File: src/rtl/fir_acc_pkg.sv
// Shared constants and types for the FIR accelerator result path.
// Holds the result width, FIFO depth, APB register map and FIFO status layout.
package fir_acc_pkg;

    localparam int unsigned FIR_IW     = 12;
    localparam int unsigned FIR_OW     = 2 * FIR_IW + 7;
    localparam int unsigned FIFO_DEPTH = 8;
    localparam int unsigned FIFO_AW    = $clog2(FIFO_DEPTH);

    // APB byte offsets of the result FIFO registers
    localparam logic [7:0] FIFO_DATA_OFFSET   = 8'h20;
    localparam logic [7:0] FIFO_STATUS_OFFSET = 8'h24;
    localparam logic [7:0] FIFO_THRESH_OFFSET = 8'h28;

    typedef struct packed {
        logic               overflow;
        logic               underflow;
        logic               full;
        logic               empty;
        logic [FIFO_AW:0]   count;
    } fifo_status_t;

endpackage

File: src/rtl/fir_fifo_mem.sv
// DEPTH x DW register array for the result FIFO.
// One synchronous write port and one asynchronous read port; no reset on the storage.
module fir_fifo_mem #(
    parameter int unsigned DW    = 31,
    parameter int unsigned DEPTH = 8,
    parameter int unsigned AW    = $clog2(DEPTH)
) (
    input  logic          HCLK,
    input  logic          we,
    input  logic [AW-1:0] waddr,
    input  logic [DW-1:0] wdata,
    input  logic [AW-1:0] raddr,
    output logic [DW-1:0] rdata
);

    logic [DW-1:0] mem_q [DEPTH];

    always_ff @(posedge HCLK) begin
        if (we) begin
            mem_q[waddr] <= wdata;
        end
    end

    assign rdata = mem_q[raddr];

endmodule

File: src/rtl/fir_result_fifo.sv
// First-word-fall-through FIFO that buffers FIR results for APB draining.
// Tracks level, sticky overflow/underflow and a level-threshold interrupt.
module fir_result_fifo
    import fir_acc_pkg::*;
#(
    parameter  int unsigned DW    = FIR_OW,
    parameter  int unsigned DEPTH = FIFO_DEPTH,
    localparam int unsigned AW    = $clog2(DEPTH)
) (
    input  logic          HCLK,
    input  logic          HRESETn,
    input  logic          i_valid,
    input  logic [DW-1:0] i_result,
    input  logic          i_pop,
    input  logic          i_flush,
    input  logic          i_clr_flags,
    input  logic [AW:0]   i_thresh,
    output logic [DW-1:0] o_data,
    output logic          o_empty,
    output logic          o_full,
    output logic [AW:0]   o_count,
    output logic          o_overflow,
    output logic          o_underflow,
    output logic          o_irq
);

    localparam logic [AW:0] FullCount = (AW + 1)'(DEPTH);

    logic [AW-1:0] wr_ptr_q, wr_ptr_d;
    logic [AW-1:0] rd_ptr_q, rd_ptr_d;
    logic [AW:0]   count_q, count_d;
    logic          overflow_q, overflow_d;
    logic          underflow_q, underflow_d;

    logic          empty, full;
    logic          push_acc, pop_acc;
    logic          ovf_set, unf_set;
    logic [DW-1:0] rdata;

    // A pop on a full FIFO frees the slot the concurrent push lands in.
    always_comb begin
        empty    = (count_q == '0);
        full     = (count_q == FullCount);
        push_acc = i_valid && (!full || i_pop) && !i_flush;
        pop_acc  = i_pop && !empty && !i_flush;
        ovf_set  = i_valid && full && !i_pop && !i_flush;
        unf_set  = i_pop && empty && !i_flush;
    end

    always_comb begin
        wr_ptr_d = wr_ptr_q;
        rd_ptr_d = rd_ptr_q;
        count_d  = count_q;
        if (i_flush) begin
            wr_ptr_d = '0;
            rd_ptr_d = '0;
            count_d  = '0;
        end else begin
            if (push_acc) begin
                wr_ptr_d = wr_ptr_q + AW'(1);
            end
            if (pop_acc) begin
                rd_ptr_d = rd_ptr_q + AW'(1);
            end
            case ({push_acc, pop_acc})
                2'b10:   count_d = count_q + (AW + 1)'(1);
                2'b01:   count_d = count_q - (AW + 1)'(1);
                default: count_d = count_q;
            endcase
        end
    end

    // Set wins over a coincident clear.
    always_comb begin
        overflow_d  = overflow_q;
        underflow_d = underflow_q;
        if (i_clr_flags) begin
            overflow_d  = 1'b0;
            underflow_d = 1'b0;
        end
        if (ovf_set) begin
            overflow_d = 1'b1;
        end
        if (unf_set) begin
            underflow_d = 1'b1;
        end
    end

    always_ff @(posedge HCLK or negedge HRESETn) begin
        if (!HRESETn) begin
            wr_ptr_q    <= '0;
            rd_ptr_q    <= '0;
            count_q     <= '0;
            overflow_q  <= 1'b0;
            underflow_q <= 1'b0;
        end else begin
            wr_ptr_q    <= wr_ptr_d;
            rd_ptr_q    <= rd_ptr_d;
            count_q     <= count_d;
            overflow_q  <= overflow_d;
            underflow_q <= underflow_d;
        end
    end

    fir_fifo_mem #(
        .DW    (DW),
        .DEPTH (DEPTH),
        .AW    (AW)
    ) u_mem (
        .HCLK  (HCLK),
        .we    (push_acc),
        .waddr (wr_ptr_q),
        .wdata (i_result),
        .raddr (rd_ptr_q),
        .rdata (rdata)
    );

    assign o_data      = empty ? '0 : rdata;
    assign o_empty     = empty;
    assign o_full      = full;
    assign o_count     = count_q;
    assign o_overflow  = overflow_q;
    assign o_underflow = underflow_q;
    assign o_irq       = (i_thresh != '0) && (count_q >= i_thresh);

endmodule

File: config.mk
export PLATFORM = sky130hd
export DESIGN_NAME = fir_result_fifo
export DESIGN_NICKNAME = d
export VERILOG_FILES = /design/src/rtl/fir_acc_pkg.sv /design/src/rtl/fir_fifo_mem.sv /design/src/rtl/fir_result_fifo.sv
export SDC_FILE = /design/constraint.sdc
export NUM_CORES = 1
export LEC_CHECK = 0
export CAP_MARGIN = 20
export CORE_MARGIN = 5
export CORE_UTILIZATION = 35
export CTS_CLUSTER_DIAMETER = 40
export CTS_CLUSTER_SIZE = 28
export DETAILED_ROUTE_END_ITERATION = 10
export MAX_ROUTING_LAYER = met4
export SYNTH_ARGS = -nofsm -noshare
export SYNTH_HDL_FRONTEND = slang
export SYNTH_SLANG_ARGS = --single-unit
File: constraint.sdc
create_clock -name HCLK -period 8.5 [get_ports HCLK]
set_input_delay 0.85 -clock HCLK [delete_from_list [all_inputs] [get_ports HCLK]]
set_output_delay 0.85 -clock HCLK [all_outputs]
set_load 0.05 [all_outputs]
After elaboration in Yosys (flattened, before gate mapping):

Memories as Yosys holds them, arrays and structs flattened.
Cells that the tools add are included.

* add/sub/neg operators: 4
* magnitude comparators: 1
* eq/ne operators: 3
* multiplexer cells: 12
* reductions and logical operators: 22

Operators by type and width (number)
* 31-bit two-way mux: 1
* 3-bit two-way mux: 4
* 1-bit logical AND: 10
* 4-bit one-hot mux with 2 select lines: 1
* 2-bit nonzero test: 4
* 3-bit by 1-bit adder with 3-bit output, second input constant: 2
* 1-bit two-way mux: 5
* 4-bit by 1-bit adder with 4-bit output, second input constant: 1
* 4-bit == test, second input constant: 1
* 4-bit greater-or-equal comparator: 1
* 1-bit zero test: 4
* 4-bit zero test: 1
* 4-bit two-way mux: 1
* 4-bit nonzero test: 1
* 4-bit by 1-bit subtractor with 4-bit output, second input constant: 1
* 3-bit nonzero test: 1
* 2-bit by 1-bit == test with 1-bit output, second input constant: 1
* 2-bit == test, second input constant: 1
* 1-bit logical OR: 1

* register bits after elaboration: 12
* bits in writable memories: 248
* bits of input ports: 41
* output and inout port bits: 40
* logic and storage cells: 48
* memories: 1

Memory list
* u_mem.mem_q: words 8, bits a word 31, read ports 1, clocked after Yosys merged registers in 0, wr ports 1, line fir_fifo_mem.sv:16 `logic [DW-1:0] mem_q [DEPTH];`

Longest topological paths before layout:

* depth after elaboration: 8
* depth in mapped cells: 11
* depth with buffers taken out: 10

By module:

From an unflattened synthesis, not the netlist that was laid out.

* cells, all modules: 501
* area, all modules: 10710.3 µm²

By module, submodules not included
* fir_fifo_mem: times used 1, cells each 371, area each 9600.5 µm², sequential area each 7447.1 µm²
* fir_result_fifo: times used 1, cells each 130, area each 1109.8 µm², sequential area each 300.3 µm²

Worst setup path after synthesis:

Ideal clock, no wire load.

* path kind: input to register
* from: in i_pop
* to: mem u_mem.mem_q[1][0] (enable)
* setup time: 0.458 ns
* data arrival time: 3.967 ns
* data required time: 8.042 ns
* setup slack: 4.075 ns
* stages on the path: 4
* path buffers: 1
* cells stage by stage: clkbuf_1 > o21ai_1 > or3b_2 > nor3_1

* longest elaborated chain between the ends: 5

RTL lines
* start: declaration: line fir_result_fifo.sv:14 `input logic i_pop,`
* 1-bit logical OR: line fir_result_fifo.sv:44 `push_acc = i_valid && (!full || i_pop) && !i_flush;`
* 1-bit logical AND (2 in a row): line fir_result_fifo.sv:44
* 1-bit two-way mux: line fir_fifo_mem.sv:19 `if (we) begin`
* 1-bit two-way mux (implied by the code): line fir_fifo_mem.sv:20 `mem_q[waddr] <= wdata;`
* end: declaration: line fir_fifo_mem.sv:16

Every way passes these cells.

Final worst setup path:

* from: reg rd_ptr_q[0]
* to: out o_data[7]

* longest elaborated chain between the ends: 2

RTL lines
* start: declaration: line fir_result_fifo.sv:30 `logic [AW-1:0] rd_ptr_q, rd_ptr_d;`
* start signal: assignment: line fir_result_fifo.sv:98 `rd_ptr_q <= rd_ptr_d;`
* memory 8 x 31 bit
* 31-bit two-way mux: line fir_result_fifo.sv:118 `assign o_data = empty ? '0 : rdata;`
* end: declaration: line fir_result_fifo.sv:18 `output logic [DW-1:0] o_data,`

Every way passes these cells.

==> impl_metrics.tcl <==
set metrics [dict create \
    grt_pass1_vias 5448 \
    track_usage_pct 13.5 \
    io-pin-count 81 \
    antenna_found_initial 1 \
    p_per_area_nw_per_um2 318 \
    globalRouteOverflowTotal 0 \
    yosys.cell_count.top_type "edfxtp_1" \
    leakagePower_nw 4.07 \
    critPathTopFamily "buffers and inverters" \
    multi_input_area_um2 2400 \
    ant_nets 0 \
    maxSlewHeadroom_pct 35.6 \
    synth.distinct_cells 37 \
    seq_area_um2 7760 \
    seq_area_frac_synth_pct 75.5 \
    hold_depth 2 \
    die_x_um 181 \
    dieArea_um2 32800 \
    final_nets 645 \
    numPortBuffers 80 \
    synth_area_per_cell_um2 20.7 \
    fin_crit_ns 4.46 \
    finalWirelength_mm 21.5 \
    clockBufferDepth 3 \
    finalHoldViolations 0 \
    grt_start_max_net_pins 65 \
    clk_pin_slew_worst_paths_ns 0.05 \
    worstMarginPinSlew_ns 0.966 \
    fillers 2472 \
    hold_buffers 0 \
    worst_ep_required_time_ns 7.65 \
    slowest_stage "buf_4" \
    worst-path-buf-inv 2 \
    synth_cells 495 \
    dp_hpwl_mm 12.1 \
    synth_top_area_share_pct 72.6 \
    synthFlopType "edfxtp_1" \
    crit_path_start_kind "register" \
    clock-sinks 260 \
    synth_top_area_cell "edfxtp_1" \
    gp_congestion 0.728 \
    cp_max_fo 48 \
    core_area_um2 28900 \
    drc 0 \
    r2r_start "o_count[1]" \
    syn-num-nets 544 \
    reg2regPathDepth 6 \
    slowest_delay_ns 0.78 \
    rsz0062_at_grt "no" \
    final_util_pct 44.3 \
    drt_iter0_drc 349 \
    post_cts_buffers 0 \
    skew_ns 0.0177 \
    worstPathArrival_ns 3.61 \
    path_class "register to output port" \
    path_cells "buf_4, mux4_2, mux2i_1, nor2_1, clkdlybuf4s50_1" \
    worst_slack_ns 4.04 \
    via_count 4999 \
    dieHeight_um 181 \
    synth_common_cells "edfxtp_1, mux4_2, nor2_1, mux2i_1, clkbuf_1" \
    drv_cap 0 \
    netlist_top_cells_area "edfxtp_1, mux4_2, mux2i_1, dfrtp_1, nor2_1" \
    finalSetupViolations 0 \
    hold_class "register to register" \
    synth_area_um2 10300 \
    grt_pass1_wl_mm 32.9 \
    wire_per_inst_um 21.3 \
    irDropWorstVdd_v 0.000162 \
    status "completed" \
    synth_enable_flop_cells 248 \
    endpoint_kind "output port" \
    pre_cts_slack_ns 4.46 \
    synthToLayoutAreaGrowth_pct 24.7 \
    layout-drive-gt1-share_pct 24.1 \
    htree_levels 2 \
    cts_tree "done" \
    dr.pass1.iters 4 \
    reg2reg_slack_ns 5.59 \
    ys_warn_count 0 \
    fmax_mhz 224 \
    hold_path_end "o_overflow" \
    ys_seq_elements 260 \
    cts_root_buf "clkbuf_16" \
    numCtsBuffers 34 \
    clk_latency_ns 0.51 \
    hp-start "o_overflow" \
    cts_resized 0 \
    fin_setup_tns_ns 0 \
    async_flop_share_pct 4.62 \
    row_count 62 \
    via_per_inst 4.96 \
    reg2reg_to "u_mem.mem_q[7][21]" \
    finalCritPeriodShare_pct 52.5 \
    start_util_pct 35.5 \
    maxSlewViolCount 0 \
]
==> kinds of logic (layout without fill, tap and decap cells) <==
kind of cell | after synthesis | in the layout | synth area share, %
compound gates | 16 | 16 | 1.04
xor+xnor | 8 | 8 | 0.683
fa+ha+maj | 8 | 8 | 0.976
buf+inv | 35 | 162 | 1.57
flops | 260 | 260 | 75.5
mux | 96 | 96 | 17.0
other cells | 0 | 1 | 0
simple gates | 72 | 72 | 3.21
==> cells in the final DEF, fill, tap and decap left out, types with 2 or more instances in the layout <==
master             n
a21o_1             3
a21oi_1            4
buf_4             11
bufinv_16          3
clkbuf_16         37
clkdlybuf4s50_1   80
clkinv_4           7
clkinv_8           2
dfrtp_1            9
dfrtp_4            2
edfxtp_1         248
ha_1               8
inv_1              8
inv_6              9
inv_8              3
mux2i_1           33
mux4_2            62
nand2_1            6
nand2b_1           3
nand3_1            2
nor2_1            42
nor2_4             6
nor3_1             2
nor3_2             2
o21ai_1            3
xor2_1             7
==> state kept, by name, indices dropped and copies added, names as in the netlist <==
| signal | count |
|---|---|
| wr_ptr_q | 3 |
| o_count | 4 |
| u_mem.mem_q | 248 |
| o_overflow | 1 |
| rd_ptr_q | 3 |
| o_underflow | 1 |
==> tightest hold or removal path, cell delays in order, from the launching register on <==
cell,delay [ns]
dfrtp_1,0.37
inv_1,0.05
o22ai_1,0.07
==> how the worst max path moves through the flow <==
stage,from,end,depth (start not counted)
4_1_cts,rd_ptr_q[0],o_data[7],5
3_5_place_dp,rd_ptr_q[0],o_data[7],5
6_report,rd_ptr_q[0],o_data[7],5
5_1_grt,rd_ptr_q[0],o_data[7],5
2_1_floorplan,i_pop,u_mem.mem_q[1][0],4
3_3_place_gp,rd_ptr_q[0],o_data[7],5
==> power by group <==
part	switching [mW]	internal, mW
logic	0.654	0.434
registers	0.0597	1.44
clock network	0.571	0.910
==> per-stage QoR <==
step / std cells / hold WS [ns] / cell area (µm²) / total power [mW]
detailed placement: 944 / 0.538 / 11600 / 2.64
floorplan: 495 / 0.539 / 10300 / 2.30
global placement: 944 / 0.525 / 11600 / 2.63
finish: 1007 / 0.538 / 12800 / 4.07
global route: 1007 / 0.568 / 12800 / 4.25
CTS: 1006 / 0.546 / 12800 / 4.13
==> metal layers <==
layer,track usage [%],part of all wire [%],vias up
met4,3.60,1.9,0
met2,22.8,52,111
met3,2.75,4.1,37
met5,-,0,-
li1,-,-,2229
met1,16.6,42,2622
==> cell type report <==
cell class / count / area share [%]
Antenna cell: 1 / 0.0196
Clock buffer: 37 / 7.24
Clock inverter: 25 / 2.29
Inverter: 9 / 0.362
Multi-Input combinational cell: 200 / 18.8
Sequential cell: 260 / 60.6
Tap cell: 384 / 3.76
Timing Repair Buffer: 91 / 6.91
No activity file was read; power rests on OpenSTA's default activity.
